--- config.mk ---
export PLATFORM = sky130hd
export DESIGN_NAME = if_stage
export DESIGN_NICKNAME = d
export VERILOG_FILES = /design/src/rtl/if_stage.sv
export SDC_FILE = /design/constraint.sdc
export NUM_CORES = 1
export LEC_CHECK = 0
export ABC_AREA = 1
export BUFFER_PORTS_ARGS = -buffer_cell sky130_fd_sc_hd__buf_2
export CORE_UTILIZATION = 30
export DETAILED_ROUTE_END_ITERATION = 10
export SLEW_MARGIN = 20
export SYNTH_ARGS = -nofsm -noshare
export SYNTH_HDL_FRONTEND = slang
export SYNTH_SLANG_ARGS = --single-unit
--- constraint.sdc ---
create_clock -name clk -period 3.72 [get_ports clk]
set_clock_uncertainty 0.15 [all_clocks]
set_input_delay 0.186 -clock clk [delete_from_list [all_inputs] [get_ports clk]]
set_output_delay 0.186 -clock clk [all_outputs]
set_load 0.1 [all_outputs]
--- src/rtl/if_stage.sv ---
// Instruction fetch stage: owns the PC and issues one-word reads to instruction
// memory with at most one request outstanding. It hands the PC/RVFI context of
// each request to decode, and it handles redirects from execute, including
// redirects that arrive while a request is in flight.
// Optional feature macro: IF_MISALIGN_TRAP_EN (trap on misaligned redirect).

package if_stage_pkg;

    typedef struct packed {
        logic        valid;
        logic [31:0] pc_rdata;
        logic [31:0] pc_wdata;
    } rvfi_t;

    typedef struct packed {
        logic [31:0] pc;
        logic [31:0] pc_next;
        rvfi_t       rvfi;
    } if_stage_t;

endpackage

module if_stage
    import if_stage_pkg::*;
#(
    parameter logic [31:0] RESET_PC = 32'h1eceb000
) (
    input  logic        clk,
    input  logic        rst,
    input  logic        i_redirect,
    input  logic [31:0] i_redirect_pc,
    input  logic        id_stall,
    input  logic        load_hazard,
    output logic [31:0] imem_addr,
    output logic [3:0]  imem_rmask,
    input  logic        imem_resp,
    output logic        o_fetch_flush,
`ifdef IF_MISALIGN_TRAP_EN
    output logic        o_misaligned,
`endif
    output if_stage_t   if_stage_reg
);

    localparam int unsigned XLEN = 32;

    typedef enum logic [1:0] {
        START   = 2'd0,
        BUSY    = 2'd1,
        HOLD    = 2'd2,
        DISCARD = 2'd3
    } state_t;

    state_t            state;
    logic [XLEN-1:0]   pc;
    logic [XLEN-1:0]   saved_pc;
    logic [XLEN-1:0]   pc_inc;
    logic [XLEN-1:0]   redir_pc;
    logic [XLEN-1:0]   issue_addr;
    logic              issue;
    logic              flush;
    logic              stall;

    assign stall  = id_stall | load_hazard;
    assign pc_inc = XLEN'(pc + 32'd4);

`ifdef IF_MISALIGN_TRAP_EN
    logic misaligned;
    logic mis_redirect;

    // Redirect targets pass unchanged; a misaligned one halts fetch.
    assign redir_pc      = i_redirect_pc;
    assign mis_redirect  = i_redirect & (i_redirect_pc[1:0] != 2'b00);
    assign o_misaligned  = misaligned;
`else
    logic unused_redir_lsbs;

    // Without the trap, redirect targets are word-aligned by dropping the low bits.
    assign redir_pc          = {i_redirect_pc[31:2], 2'b00};
    assign unused_redir_lsbs = ^i_redirect_pc[1:0];
`endif

    // Decide whether this cycle issues a request, and at which address.
    always_comb begin
        issue      = 1'b0;
        issue_addr = saved_pc;
        flush      = 1'b0;
        case (state)
            START: begin
                issue = 1'b1;
            end
            BUSY: begin
                issue_addr = i_redirect ? redir_pc : pc_inc;
                issue      = imem_resp & ~stall;
            end
            HOLD: begin
                issue_addr = i_redirect ? redir_pc : saved_pc;
                issue      = ~stall;
            end
            DISCARD: begin
                issue_addr = i_redirect ? redir_pc : saved_pc;
                if (imem_resp) begin
                    flush = 1'b1;
                    issue = ~stall;
                end
            end
            default: begin
                issue = 1'b0;
            end
        endcase
`ifdef IF_MISALIGN_TRAP_EN
        if (misaligned | mis_redirect) begin
            issue = 1'b0;
        end
`endif
        if (rst) begin
            issue      = 1'b0;
            issue_addr = RESET_PC;
            flush      = 1'b0;
        end
    end

    assign imem_addr     = issue_addr;
    assign imem_rmask    = issue ? 4'hF : 4'h0;
    assign o_fetch_flush = flush;

    // Fetch state machine, PC tracking and decode-facing pipeline register.
    always_ff @(posedge clk) begin
        if (rst) begin
            state        <= START;
            pc           <= '0;
            saved_pc     <= RESET_PC;
            if_stage_reg <= '0;
`ifdef IF_MISALIGN_TRAP_EN
            misaligned   <= 1'b0;
`endif
        end else begin
            if (issue) begin
                pc                         <= issue_addr;
                if_stage_reg.pc            <= issue_addr;
                if_stage_reg.pc_next       <= XLEN'(issue_addr + 32'd4);
                if_stage_reg.rvfi.valid    <= 1'b1;
                if_stage_reg.rvfi.pc_rdata <= issue_addr;
                if_stage_reg.rvfi.pc_wdata <= XLEN'(issue_addr + 32'd4);
                state                      <= BUSY;
            end else begin
                case (state)
                    BUSY: begin
                        if (imem_resp) begin
                            saved_pc <= issue_addr;
                            state    <= HOLD;
                        end else if (i_redirect) begin
                            saved_pc                <= issue_addr;
                            state                   <= DISCARD;
                            if_stage_reg.rvfi.valid <= 1'b0;
                        end
                    end
                    HOLD: begin
                        saved_pc <= issue_addr;
                    end
                    DISCARD: begin
                        saved_pc <= issue_addr;
                        if (imem_resp) begin
                            state <= HOLD;
                        end
                    end
                    default: begin
                        state <= state;
                    end
                endcase
            end
`ifdef IF_MISALIGN_TRAP_EN
            if (mis_redirect) begin
                misaligned              <= 1'b1;
                state                   <= HOLD;
                if_stage_reg.rvfi.valid <= 1'b0;
            end
`endif
        end
    end

endmodule

==> flow_summary.toml <==
[critical_path]
worst-endpoint-arrival_ns = 3.00
end_kind = "primary output"
reg2reg_to = "if_stage_reg[31]$_SDFFE_PP0P_"
critPathBufInv = 2
critPathLaunchType = "flop"
critical_path.max_fanout = 8
cp_slowest_cell = "o31ai_1"
reg2reg_setup_slack_ns = 0.68
r2r_start = "pc[3]$_SDFFE_PP0P_"
critPathMostFrequentCell = "nand2_1"
critPathRequiredTime_ns = 3.38
maximum_single_stage_delay_on_the_critical_path_ns = 0.47
worst-r2r-cell-count = 16
path_class = "reg -> out"
cp_top_family = "simple AND/OR/NAND/NOR gates"
cp_cell_sequence = "nand2_1, nor2_4, nand3b_2, nor2_1, nand3_1, o31ai_1, nand2_1, inv_1, buf_2"

[die]
die-width_um = 148.1
die-area_mm2 = 0.02192
io_pins = 204
initial_core_util = 0.3055
core_area_mm2 = 0.02096
die-height_um = 148.1
std_cell_rows = 53

[global_routing]
gr-max-usage-layer = "met2"
use_met2 = 0.3254
grt_overflow_total = 0
grt_first_pass_wirelength_um = 35480
use_met3 = 0.04202
grt_max_degree = 43
gr-usage-all-layers = 0.2139
initial_antenna_violation_count = 0
via_count_of_the_first_global_routing_pass = 6306
routing_usage_on_met1 = 0.2936

[hold_path]
hp-class = "in -> reg"
worst_hold_path.num_cells = 4
hp-start = "imem_resp"
whs_endpoint = "state[0]$_SDFFE_PP0P_"

[place]
place.port_buffers = 201
detailedPlacementHpwl_um = 18160
routability_congestion = 0.8846
place_area_mm2 = 0.007251
place_inst = 1392

[synth]
syn-mean-instance-area_um2 = 6.376
async_reset_ff_frac = 0
post-synth-top-area-cell = "dfxtp_1"
syn_nets = 1044
yosysUniqueCellTypes = 44
post_synth_main_area_contributors = "dfxtp_1 (30%), nand2_1 (15%), buf_4 (8.8%)"
synthesis.instances = 1004
fraction_of_synthesized_cell_area_taken_by_the_top_area_cell_type = 0.3034
yosysSeqAreaShare = 0.3034
ys.warnings.count = 0
synth-edff-count = 0
synth-seq-cells = 97
netlist_area_before_placement_mm2 = 0.006401
ys_dominant_reg_cell = "dfxtp_1"

[routing]
first_pass_iters = 5
routed_wirelength_um = 23430
antenna_nets_post_route = 0
drt_first_iter_violations = 585
wire_per_inst_um = 16.64
detail_route.drc_violations = 0
route.vias.total = 7061
route.detailed.vias_per_inst = 5.015

[power]
irDropWorstVdd_mv = 0.3785
power_leakage_nw = 3.663
powerDensity_mw_per_mm2 = 706.2

[status]
run_status = "finished clean"

[sta]
fmaxAchievable_ghz = 0.3000
hold_viol_final = 0
fin_worst_hold_slack_ns = 0.06487
report.final.setup_viol = 0
setup_tns_ns = 0
slew-limit-headroom = 0.5582
worstMarginPinSlew_ns = 0.6627
finalMaxSlewViolations = 0
rsz0062_at_grt = "false"
final.period_utilization = 0.8960
finalWorstPathRequiredPeriod_ns = 3.333

[clock_tree]
cts.repair.resized = 0
later_pin_clock_latency_in_the_skew_report_ns = 0.36
clock_buffer_count_from_cts = 9
cts-hold-fix-buffers = 0
cts_tree = "done"
number_of_sinks_driven_by_the_clock_tree = 97
h_tree_levels = 3
postCtsSetupBuffers = 0
clock_path_buffers = 2
clk_pin_slew_ns = 0.07
cts_root_buf = "clkbuf_16"

[finish]
area.growth.synth_to_final_pct = 17.30
diodes = 0
finalInstanceArea_mm2 = 0.007508
final_cell_count_no_fill = 1408
largest_reg_flops = 33
num-nets-final = 1168
layout-drive-gt1-share = 0.2560

[run]
maxCapViolations = 0
[cells in the mapped netlist, types with 3 or more instances]
library cell and number:
clkbuf_1 16, a22oi_1 3, a211oi_1 6, a31oi_1 4, a32o_1 3, a21oi_1 38
inv_1 95, inv_2 10, nand3_1 77, xor2_1 3, nand4_1 15, buf_1 6
or2_2 4, o211ai_1 10, nor2_1 110, nand3_2 5, nor2_4 6, buf_4 75
nor3_1 19, dfxtp_1 97, o22ai_1 33, buf_2 11, a32oi_1 3, nor2_2 11
o31ai_1 3, nand2_1 249, o21ai_1 10, o21ai_0 58
[final cells by class]
type                    count  area [um^2]
clock inverters             3        17.52
inverters                 105        394.1
repair buffers            223         1171
clock buffers              13        240.2
flip-flops and latches     97         1944
multi-input cells         692         3397
fillers                  2315        13450
well taps                 275        344.1
[worst reg2reg max path, delay by kind of cell (launching register included)]
kind                       cells  cell delay [ns]
and+or+nand+nor               13             1.97
DFF                            1             0.37
adders and majority gates      1             0.20
buffers and inverters          1             0.14
xor gates and xnor gates       1             0.10
[where the power goes]
part           leakage (nW)  switching (W)  internal (W)
Combinational          2.74        0.00261      0.000448
Clock                 0.124       0.000433      0.000453
Sequential            0.800       0.000159       0.00120
[cells by family (layout without fill, tap and decap cells)]
group | count (synthesis) | in the layout | share of synthesized area
flip-flops | 97 | 97 | 0.3034
AND/OR/NAND/NOR | 508 | 508 | 0.3497
XOR/XNOR | 3 | 3 | 0.004106
adder cells (fa/ha/maj) | 2 | 2 | 0.003909
buffers and inverters | 215 | 344 | 0.1746
AO/OA/AOI/OAI | 179 | 179 | 0.1644
[routing by layer]
layer  wire (um)  share of wire  vias to the layer above
met5           0              0                        -
met1       10750           0.46                     3262
met2       10380           0.44                      276
met3        1686          0.072                       35
li1            -              -                     3488
met4         610          0.026                        0
[cells in the final DEF (no fill, tap or decap), types with 4 or more instances in the layout]
cell         n
a211oi_1     6
a21oi_1     38
a31oi_1      4
buf_2      201
buf_4       22
clkbuf_1     4
clkbuf_16    9
dfxtp_1     95
inv_1       95
inv_2       10
nand2_1    249
nand3_1     69
nand3_2     13
nand4_1     15
nor2_1     109
nor2_2      11
nor2_4       7
nor3_1      19
o211ai_1    10
o21ai_0     58
o21ai_1     10
o22ai_1     33
or2_2        4
[metrics by stage]
| stage | worst slack (ns) | total power, W | utilization |
|---|---|---|---|
| global placement | 0.7758 | 0.004415 | 0.3460 |
| floorplan | 0.05028 | 0.004009 | - |
| global route | 0.3017 | 0.005505 | 0.3583 |
| CTS | 0.4432 | 0.005294 | 0.3583 |
| finish | 0.3869 | 0.005302 | 0.3583 |
| detailed placement | 0.7007 | 0.004424 | 0.3460 |
[worst max-delay path by stage]
| stage | from | endpoint | slack [ns] | cells past startpoint |
|---|---|---|---|---|
| final | pc[4]$_SDFFE_PP0P_ | imem_addr[31] | 0.39 | 9 |
| after global routing | pc[4]$_SDFFE_PP0P_ | imem_addr[31] | 0.30 | 9 |
| after CTS | pc[5]$_SDFFE_PP0P_ | imem_addr[31] | 0.44 | 9 |
| after detailed placement | pc[3]$_SDFFE_PP0P_ | if_stage_reg[31]$_SDFFE_PP0P_ | 0.70 | 16 |
| after global placement | pc[3]$_SDFFE_PP0P_ | if_stage_reg[31]$_SDFFE_PP0P_ | 0.78 | 16 |
| after floorplan | pc[4]$_SDFFE_PP0P_ | if_stage_reg[29]$_SDFFE_PP0P_ | 0.05 | 17 |
(Power assumes the default switching activity.)
